## src/rtl/rr_arbiter16.sv

```systemverilog
// rr_arbiter16: fair 16-way round-robin arbiter with a bounded grant tenure.
// Ports: clk, rst (async, active-high), req[15:0] in; grant[15:0], grant_id[3:0], grant_valid out.
module rr_arbiter16 #(
  parameter int unsigned MAX_HOLD = 8
) (
  input  logic        clk,
  input  logic        rst,
  input  logic [15:0] req,
  output logic [15:0] grant,
  output logic [3:0]  grant_id,
  output logic        grant_valid
);

  typedef enum logic {IDLE, BUSY} state_t;

  localparam logic [7:0] MaxHold = 8'(MAX_HOLD);

  state_t      state_q, state_d;
  logic [15:0] grant_q, grant_d;
  logic [3:0]  id_q, id_d;
  logic [3:0]  last_q, last_d;
  logic [7:0]  hold_q, hold_d;

  logic [15:0] others;
  logic        own_req;
  logic [15:0] src;
  logic        win_found;
  logic [3:0]  win_id;
  logic [3:0]  idx;

  always_ff @(posedge clk or posedge rst) begin
    if (rst) begin
      state_q <= IDLE;
      grant_q <= '0;
      id_q    <= '0;
      last_q  <= 4'd15;
      hold_q  <= '0;
    end else begin
      state_q <= state_d;
      grant_q <= grant_d;
      id_q    <= id_d;
      last_q  <= last_d;
      hold_q  <= hold_d;
    end
  end

  // While busy the owner's own bit is masked out, so a handoff
  // never re-selects the current owner.
  assign others  = req & ~grant_q;
  assign own_req = |(req & grant_q);
  assign src     = (state_q == IDLE) ? req : others;

  // Search starts one past the previous winner and wraps; the
  // 16th step lands back on last_q itself.
  always_comb begin
    win_found = 1'b0;
    win_id    = last_q;
    idx       = last_q;
    for (int k = 1; k <= 16; k++) begin
      idx = last_q + 4'(k);
      if (!win_found && src[idx]) begin
        win_found = 1'b1;
        win_id    = idx;
      end
    end
  end

  always_comb begin
    state_d = state_q;
    grant_d = grant_q;
    id_d    = id_q;
    last_d  = last_q;
    hold_d  = hold_q;
    unique case (state_q)
      IDLE: begin
        if (win_found) begin
          state_d = BUSY;
          grant_d = 16'h1 << win_id;
          id_d    = win_id;
          last_d  = win_id;
          hold_d  = 8'd1;
        end
      end
      BUSY: begin
        if (!own_req) begin
          if (win_found) begin
            grant_d = 16'h1 << win_id;
            id_d    = win_id;
            last_d  = win_id;
            hold_d  = 8'd1;
          end else begin
            state_d = IDLE;
            grant_d = '0;
          end
        end else if (hold_q == MaxHold) begin
          hold_d = 8'd1;
          if (win_found) begin
            grant_d = 16'h1 << win_id;
            id_d    = win_id;
            last_d  = win_id;
          end
        end else begin
          hold_d = hold_q + 8'd1;
        end
      end
      default: ;
    endcase
  end

  always_comb begin
    grant       = grant_q;
    grant_id    = id_q;
    grant_valid = (state_q == BUSY);
  end

endmodule

```

## config.mk

```make
export PLATFORM = sky130hd
export DESIGN_NAME = rr_arbiter16
export DESIGN_NICKNAME = d
export VERILOG_FILES = /design/src/rtl/rr_arbiter16.sv
export SDC_FILE = /design/constraint.sdc
export NUM_CORES = 1
export LEC_CHECK = 0
export BUFFER_PORTS_ARGS = -buffer_cell sky130_fd_sc_hd__buf_2
export CAP_MARGIN = 25
export CELL_PAD_IN_SITES_DETAIL_PLACEMENT = 0
export CELL_PAD_IN_SITES_GLOBAL_PLACEMENT = 1
export CORE_MARGIN = 4
export CORE_UTILIZATION = 43
export CTS_BUF_LIST = sky130_fd_sc_hd__clkbuf_4 sky130_fd_sc_hd__clkbuf_8
export DETAILED_ROUTE_END_ITERATION = 6
export PLACE_DENSITY_LB_ADDON = 0.1
export SYNTH_ARGS = -nofsm -noshare
export SYNTH_HDL_FRONTEND = slang
export SYNTH_SLANG_ARGS = --single-unit
```

## constraint.sdc

```tcl
create_clock -name clk -period 4.75 [get_ports clk]
set_clock_uncertainty 0.15 [all_clocks]
set_input_delay 0.95 -clock clk [delete_from_list [all_inputs] [get_ports clk]]
set_output_delay 0.95 -clock clk [all_outputs]
set_load 0.02 [all_outputs]
```

# After elaboration in Yosys (flattened, before gate mapping)
# Index checks and enable logic that the tools add are counted.
[op_classes]
n_addsub = 16
n_lt_le_gt_ge = 16
n_eq_ne = 2
shift = 1
muxes = 85
bitwise = 4
n_reduce_logical = 31
[ops]
columns = ["cell", "n"]
rows = [
  ["4-bit 2-to-1 mux", 22],
  ["4-bit by 5-bit less-than comparator with 1-bit output (second input constant)", 16],
  ["16-bit 2-to-1 mux", 5],
  ["1-bit binary-select mux with 4-bit select", 16],
  ["1-bit 2-to-1 mux", 34],
  ["4-bit adder (second input constant)", 8],
  ["16-bit AND", 2],
  ["16-bit case mux with 2 select lines", 1],
  ["8-bit 2-to-1 mux", 3],
  ["4-bit by 3-bit adder with 4-bit output (second input constant)", 4],
  ["16-bit inverter", 1],
  ["4-bit case mux with 2 select lines", 2],
  ["8-bit case mux with 2 select lines", 1],
  ["16-bit OR reduction", 1],
  ["1-bit by 4-bit << shifter with 16-bit output (first input constant)", 1],
  ["1-bit logical AND", 15],
  ["1-bit logical NOT", 15],
  ["4-bit by 2-bit adder with 4-bit output (second input constant)", 2],
  ["8-bit by 1-bit adder with 8-bit output (second input constant)", 1],
  ["8-bit by 4-bit equality test with 1-bit output (second input constant)", 1],
  ["4-bit by 1-bit adder with 4-bit output (second input constant)", 1],
  ["3-bit by 2-bit != test with 1-bit output (second input constant)", 1],
  ["1-bit case mux with 2 select lines", 1],
  ["1-bit inverter", 1],
]
[totals]
register_bits = 33
in_bits = 18
output_inout_bits = 21
word_cells = 160

# Logic depth before layout (Yosys ltp)
# Gate-level depths: netlist of the first run.
[depth]
depth_word = 56
mapped_depth = 17
depth_no_buf = 12

# Least setup slack after synthesis of the first run
# Ideal clock, no wire load.
[synth_path]
path_kind = "register -> register"
startpoint = "register last_q[1]"
endpoint = "register grant_q[12], in the netlist grant[12]"
arrival_time_ns = 4.198
required_time_ns = 4.456
path_slack_ns = 0.258
stages_incl_launch_ff = 17
period_less_slack_ns = 4.492
path_cell_list = "dfstp_2 buf_2 inv_1 buf_1 ha_1 clkbuf_1 xnor2_1 nand2_1 a2bb2oi_1 nand3_1 nand4_4 or4_4 or4_1 a31oi_2 a21o_1 buf_2 o41ai_1"
[synth_between]
elab_chain_len = 54
elab_cells_between_ends = 115
[synth_lines]
columns = ["item", "line_no", "text"]
rows = [
  ["from (decl)", "21", "logic [3:0] last_q, last_d;"],
  ["from (signal assigned)", "42", "last_q <= last_d;"],
  ["4-bit by 1-bit adder with 4-bit output", "60", "idx = last_q + 4'(k);"],
  ["1-bit binary-select mux with 4-bit select", "61", "if (!win_found && src[idx]) begin"],
  ["1-bit 2-to-1 mux (implied by the code)", "61", ""],
  ["1-bit 2-to-1 mux", "61", ""],
  ["1-bit logical NOT", "61", ""],
  ["1-bit logical AND", "61", ""],
  ["1-bit 2-to-1 mux", "61", ""],
  ["1-bit logical NOT", "61", ""],
  ["[38 not listed]", "--", ""],
  ["1-bit logical NOT", "61", ""],
  ["1-bit logical AND", "61", ""],
  ["4-bit 2-to-1 mux", "61", ""],
  ["1-bit by 4-bit << shifter with 16-bit output", "78, 87, 98", ""],
  ["16-bit 2-to-1 mux", "76, 97", ""],
  ["16-bit 2-to-1 mux", "95", "end else if (hold_q == MaxHold) begin"],
  ["16-bit 2-to-1 mux", "85", "if (!own_req) begin"],
  ["16-bit case mux with 2 select lines (*)", "74", "unique case (state_q)"],
  ["to (signal assigned)", "40", "grant_q <= grant_d;"],
  ["to (decl)", "19", "logic [15:0] grant_q, grant_d;"],
]
# Mark *: on every way between the ends. The rest lies on a longest branch, timed or not. The select of a mux whose other input is x is not followed.
# A chain may end at the register's enable or synchronous reset.

# Final worst setup path of the first run
# Ends and elaborated chain as after synthesis.

==> results of run 1 <==
==> through the flow <==
step	cells	hold WS (ps)	cell area (µm²)
2_1_floorplan	464	288	4030
3_3_place_gp	630	316	4550
3_5_place_dp	631	315	4550
4_1_cts	639	328	4670
5_1_grt	639	356	4680
6_report	639	325	4680
==> worst paths after layout <==
kind | startpoint | endpoint | slack, ps | cells after the start
max reg2reg | last_q[1]$_DFFE_PP1P_ | grant[12]$_DFFE_PP0N_ | 220 | 12
min reg2reg | hold_q[7]$_DFF_PP0_ | hold_q[7]$_DFF_PP0_ | 330 | 1
max | last_q[1]$_DFFE_PP1P_ | grant[12]$_DFFE_PP0N_ | 220 | 12
min | hold_q[7]$_DFF_PP0_ | hold_q[7]$_DFF_PP0_ | 330 | 1
max in group asynchronous | rst | last_q[2]$_DFFE_PP1P_ | 3520 | 3
min in group asynchronous | rst | grant_id[2]$_DFFE_PP0P_ | 580 | 3
==> area by class of cell <==
| type | instances | area share |
|---|---|---|
| tap | 111 | 0.0297 |
| clock inverter | 2 | 0.00801 |
| timing repair buffer | 78 | 0.104 |
| multi-input combinational | 398 | 0.653 |
| inverter | 11 | 0.0102 |
| clock buffer | 6 | 0.0176 |
| sequential | 33 | 0.177 |
==> synthesized netlist by cell type (all sizes together), types with 4 or more instances <==
library cell / count
nand2: 40
nor2: 40
dfrtp: 29
mux2i: 26
o21ai: 24
a21oi: 22
nand3: 22
a21boi: 21
o41ai: 17
mux4: 15
nor3: 14
mux2: 13
buf: 12
a22oi: 11
clkbuf: 10
and3: 9
ha: 9
inv: 9
xnor2: 9
o31ai: 8
xor2: 8
a22o: 7
and2: 7
o22ai: 6
or3: 5
a311oi: 4
a31oi: 4
dfstp: 4
nor2b: 4
o211ai: 4
==> state kept, by name, indices dropped and copies added, names as in the netlist <==
signal       count
grant_valid      1
hold_q           8
last_q           4
grant           16
grant_id         4
==> critical path, cell delays in order, from the launching register on <==
cell and delay, ps:
dfstp_2 670, inv_1 170, ha_1 380, buf_4 230
nand2_1 110, o22ai_1 470, or3_1 210, nand3_1 120
or4_4 580, or4_1 560, a31oi_2 200, a21o_1 370
o41ai_1 130
==> cell usage in the layout, fill, tap and decap left out, types with 11 or more instances in the layout <==
| master | synthesis | routed |
|---|---|---|
| o21ai_0 | 23 | 23 |
| dfrtp_1 | 29 | 29 |
| nand2_1 | 40 | 40 |
| a21boi_0 | 13 | 13 |
| mux2i_1 | 22 | 22 |
| o41ai_1 | 14 | 14 |
| a22oi_1 | 11 | 11 |
| mux4_2 | 15 | 15 |
| a21oi_1 | 21 | 21 |
| nor3_1 | 13 | 13 |
| buf_2 | 7 | 39 |
| nand3_1 | 22 | 22 |
| nor2_1 | 40 | 40 |
| buf_4 | 2 | 39 |
==> cells by family after synthesis <==
kind of cell | count (synthesis)
simple gates | 160
compound gates | 158
mux | 54
buf+inv | 33
flops | 33
xor+xnor | 17
fa+ha+maj | 9
==> what timing repair did <==
| action | in CTS | in global routing |
|---|---|---|
| setup endpoints to repair | 0 | 17 |
| hold buffers | 0 | 0 |
| hold endpoints to repair | 0 | 0 |
| resized for setup | 0 | 2 |
==> metal layers <==
metal | global-route usage | up-vias | share of wire
met5 | 0 | - | 0
met4 | 0.100 | 0 | 0.032
met3 | 0.0241 | 33 | 0.049
met2 | 0.413 | 138 | 0.47
met1 | 0.351 | 2077 | 0.45
li1 | - | 1946 | -
==> reports/results.ini, run 1 <==
[run_status]
status=finished, final reports clean

[setup_path]
path_max_fanout=12
worstSetupPathType=reg -> reg
worstSetupStartpointType=flip-flop
cp.required_ps=4730
cp-end-kind=flip-flop
arrival_ps=4510

[place]
pre_cts_ws_ps=-1.44
port_buffers=38
dpl.hpwl_um=11000
gp_congestion=0.925

[layout]
nets=554
final_layout_size_suffix_gt1_frac=0.261
fillers=905
final-seq-area_um2=831
multi_input_area_um2=3060
areaGrowthSynthToFinish_pct=16.1
final_util=0.509
insertedDiodeCount=0

[global_route]
grt_pass1_wl_um=22500
globalRouteTotalUtil=0.255
grt_pass1_vias=4120
antenna_found_initial=0
grt.overflow.total=0
grt_max_degree=34

[yosys]
synth_top_family_by_area=compound AO/OA/AOI/OAI gates
ys_ff_latch=33
synth_compound_area_frac=0.291
synthMuxAreaShare=0.193
yosys.area.top_type=dfrtp_1
synthCells=464
synthDistinctLibCells=80
ys_async_sr_fraction=1.00
synthSimpleGateAreaFrac=0.208
yosys-top-cells-area=dfrtp_1 18%, mux4_2 8.4%, mux2i_1 5.5%
syn-cell-area_um2=4030
synthDominantCellAreaShare=0.180
yosys_warnings=0
synth_edf_count=0
synth_xor_area_frac=0.0369
dominantRegCellSynth=dfrtp_1
syn_avg_cell_area_um2=8.69
synth_seq_area_share=0.206
synth_nets=491
synthAdderAreaFrac=0.0279

[clock_network]
clk_path_buf_depth=2
clk_pin_slew_ps=80
tritoncts=built
insertion_delay_ps=290
numCtsBuffers=5
tritoncts_num_sinks=33
cts_root_buf=clkbuf_8
postCtsSetupBuffers=0
htree_levels=2

[detailed_routing]
detail-route-antenna-nets=0
viasPerCell=6.56
routed_wl_um=13900
drtIter0Drc=303
firstDrtPassIters=4
wl_per_cell_um=21.7
drc_errors=0
via_count=4194

[floorplan]
die_x_um=105
initial_utilization=0.439
die_h_um=105
num_rows=35
ios=39
die_area_um2=11000
core_area_um2=9200

[sta]
finalHoldViolations=0
clock.fmax_mhz=221
period_minus_slack_ps=4530
finalSetupViolations=0
worst_slew_pin_slew_ps=760
maxSlewViolCount=0
setup_tns_ps=0
rsz0062_at_grt=false
layout_setup_ws_ps=220
fin_crit_sh=0.954
slew_headroom=0.491

[min_path]
hold_class=reg -> reg

[flow_run]
maxCapViolCount=0

Power of run 1 is left out: the tool's default activity adds up to more than one toggle a clock period on the data nets, which glitch-free logic cannot reach.
==> run 2: changes to the inputs <==
--- a/config.mk
+++ b/config.mk
@@ -10,10 +10,11 @@
 export CELL_PAD_IN_SITES_DETAIL_PLACEMENT = 0
 export CELL_PAD_IN_SITES_GLOBAL_PLACEMENT = 1
 export CORE_MARGIN = 4
-export CORE_UTILIZATION = 43
+export CORE_UTILIZATION = 25
 export CTS_BUF_LIST = sky130_fd_sc_hd__clkbuf_4 sky130_fd_sc_hd__clkbuf_8
 export DETAILED_ROUTE_END_ITERATION = 6
-export PLACE_DENSITY_LB_ADDON = 0.1
+export PLACE_DENSITY = 0.54
+export SLEW_MARGIN = 10
 export SYNTH_ARGS = -nofsm -noshare
 export SYNTH_HDL_FRONTEND = slang
 export SYNTH_SLANG_ARGS = --single-unit
==> run 2 against run 1 <==
Compared with the run above: hold slack improved by 2.3 ps; first-iteration DRC count increased by 2.0%; sequential share of layout area shrank 0.73 points; via count fell by 0.95%; largest cell class unchanged; cell area grew 4.3%; non-clock buffer count grew 10; cell count is 18% higher; count of clock-buffer cells in the layout unchanged; routed wire length up 7.7%; die area up 66%; global-route usage fell by 9.0 points.
==> reports/results.ini, run 2 (same netlist as run 1, synthesis figures left out) <==
[run_status]
status=finished, final reports clean

[sta]
finalHoldViolations=0  ; unchanged
slew_headroom=0.501  ; +0.00960
finalSetupViolations=0  ; unchanged
clock.fmax_mhz=220  ; -0.46%
period_minus_slack_ps=4550  ; +21.1 ps
fin_hold_ws_ps=327  ; +2.26 ps
fin_crit_sh=0.958  ; +0.00443
rsz0062_at_grt=false
worst_slew_pin_slew_ps=742  ; -17.7 ps
maxSlewViolCount=0  ; unchanged

[detailed_routing]
routed_wl_um=15000  ; +7.7%
wl_per_cell_um=19.9  ; -8.7%
drtIter0Drc=309  ; +2.0%
firstDrtPassIters=5  ; +1
via_count=4154  ; -0.95%
viasPerCell=5.51  ; -16%
drc_errors=0  ; unchanged
detail-route-antenna-nets=0  ; unchanged

[setup_path]
arrival_ps=4570  ; +60 ps
cp-end-kind=flip-flop
worstSetupPathType=in -> reg
critical_path_buf_inv_count=2  ; unchanged
critical-path-slowest-cell=or4_4
cp.required_ps=4770  ; +40 ps
worstSetupStartpointType=input pin
crit_family=simple AND/OR/NAND/NOR gates
path_cells=buf_2, a21boi_0, mux2_1, mux4_2, mux2i_4, nand4_4, or4_4, nor4_4, and4b_1, a21o_1, buf_12, o41ai_1
max_stage_delay_ps=620  ; -50 ps
path_max_fanout=10  ; -2

[global_route]
grt_pass1_wl_um=23800  ; +5.8%
grt_pass1_vias=4182  ; +1.5%
grt.overflow.total=0  ; unchanged
globalRouteTotalUtil=0.166  ; -0.0897
antenna_found_initial=0  ; unchanged
grt_max_degree=34  ; unchanged

[min_path]
hold_class=reg -> reg

[clock_network]
numCtsBuffers=5  ; unchanged
clk_path_buf_depth=2  ; unchanged
ctsHoldBuffers=0  ; unchanged
tritoncts_num_sinks=33  ; unchanged
tritoncts=built
htree_levels=2  ; unchanged
cts_root_buf=clkbuf_8
insertion_delay_ps=280  ; about the same
clk_pin_slew_ps=70  ; about the same

[floorplan]
initial_utilization=0.255  ; -0.184
core_area_um2=15800  ; +72%
die_area_um2=18200  ; +66%
die_h_um=135  ; +29%
ios=39  ; unchanged
die_x_um=135  ; +29%
num_rows=46  ; +31%

[layout]
insertedDiodeCount=0  ; unchanged
most-common-layout-cells=48 x buf_4, 40 x nand2_1, 40 x nor2_1
areaGrowthSynthToFinish_pct=21.1
largest_reg_flops=16  ; unchanged
final_cell_area_um2=4880  ; +4.3%
final_layout_size_suffix_gt1_frac=0.275  ; +0.0137
final_common_cell=buf_4
final_cells=754  ; +18%
nets=564  ; +1.8%

[place]
port_buffers=38  ; unchanged
dpl.hpwl_um=11900  ; +8.6%
place_area_um2=4780  ; +5.0%
gp_congestion=0.903  ; -2.4%
placed_cells=745  ; +18%

[flow_run]
maxCapViolCount=0  ; unchanged

run 2: through the flow:
| step | setup TNS (ps) | utilization | worst slack, ps |
|---|---|---|---|
| global placement | 0 | 0.302 | 12.3 |
| global route | 0 | 0.309 | 9.67 |
| detailed placement | -752 | 0.302 | -90.9 |
| finish | 0 | 0.309 | 199 |
| CTS | 0 | 0.307 | 104 |
| floorplan | 0 | - | 258 |
run 2: repair_timing:
item	CTS	global route
buffers inserted	0	1
setup endpoints to repair	0	16
gates resized for setup	0	2
run 2: area by class of cell:
cell class / instances / area, µm²
Sequential cell: 33 / 831
Timing Repair Buffer: 88 / 591
Clock buffer: 6 / 76.3
Tap cell: 216 / 270
Inverter: 11 / 47.5
Multi-Input combinational cell: 398 / 3060
Fill cell: 1693 / 10900
Clock inverter: 2 / 10.0
run 2: path summary, 6_finish.rpt:
| path | startpoint | endpoint | slack, ps | cells past startpoint |
|---|---|---|---|---|
| max reg2reg | last_q[1]$_DFFE_PP1P_ | grant[13]$_DFFE_PP0N_ | 210 | 11 |
| min | hold_q[7]$_DFF_PP0_ | hold_q[7]$_DFF_PP0_ | 330 | 1 |
| min reg2reg | hold_q[7]$_DFF_PP0_ | hold_q[7]$_DFF_PP0_ | 330 | 1 |
| max | req[9] | grant[13]$_DFFE_PP0N_ | 200 | 12 |
| min in group asynchronous | rst | grant_id[2]$_DFFE_PP0P_ | 600 | 3 |
| max in group asynchronous | rst | last_q[3]$_DFFE_PP1P_ | 3510 | 3 |
run 2: per-layer routing:
| layer | vias to the layer above | global-route usage | share of wire |
|---|---|---|---|
| met4 | 0 | 0.0476 | 0.014 |
| li1 | 1967 | - | - |
| met5 | - | 0 | 0 |
| met3 | 14 | 0.0119 | 0.038 |
| met1 | 2057 | 0.233 | 0.47 |
| met2 | 116 | 0.274 | 0.48 |
run 2: worst register-to-register path, stage by stage, from the launching register on:
cell and delay [ps]:
dfstp_2 670, ha_1 300, xor2_2 300, mux4_2 650
mux2i_4 240, nand4_4 170, or4_4 630, nor4_4 310
and4b_1 300, a21o_1 230, buf_12 150, o41ai_1 330
Power of run 2 is left out for the same reason.
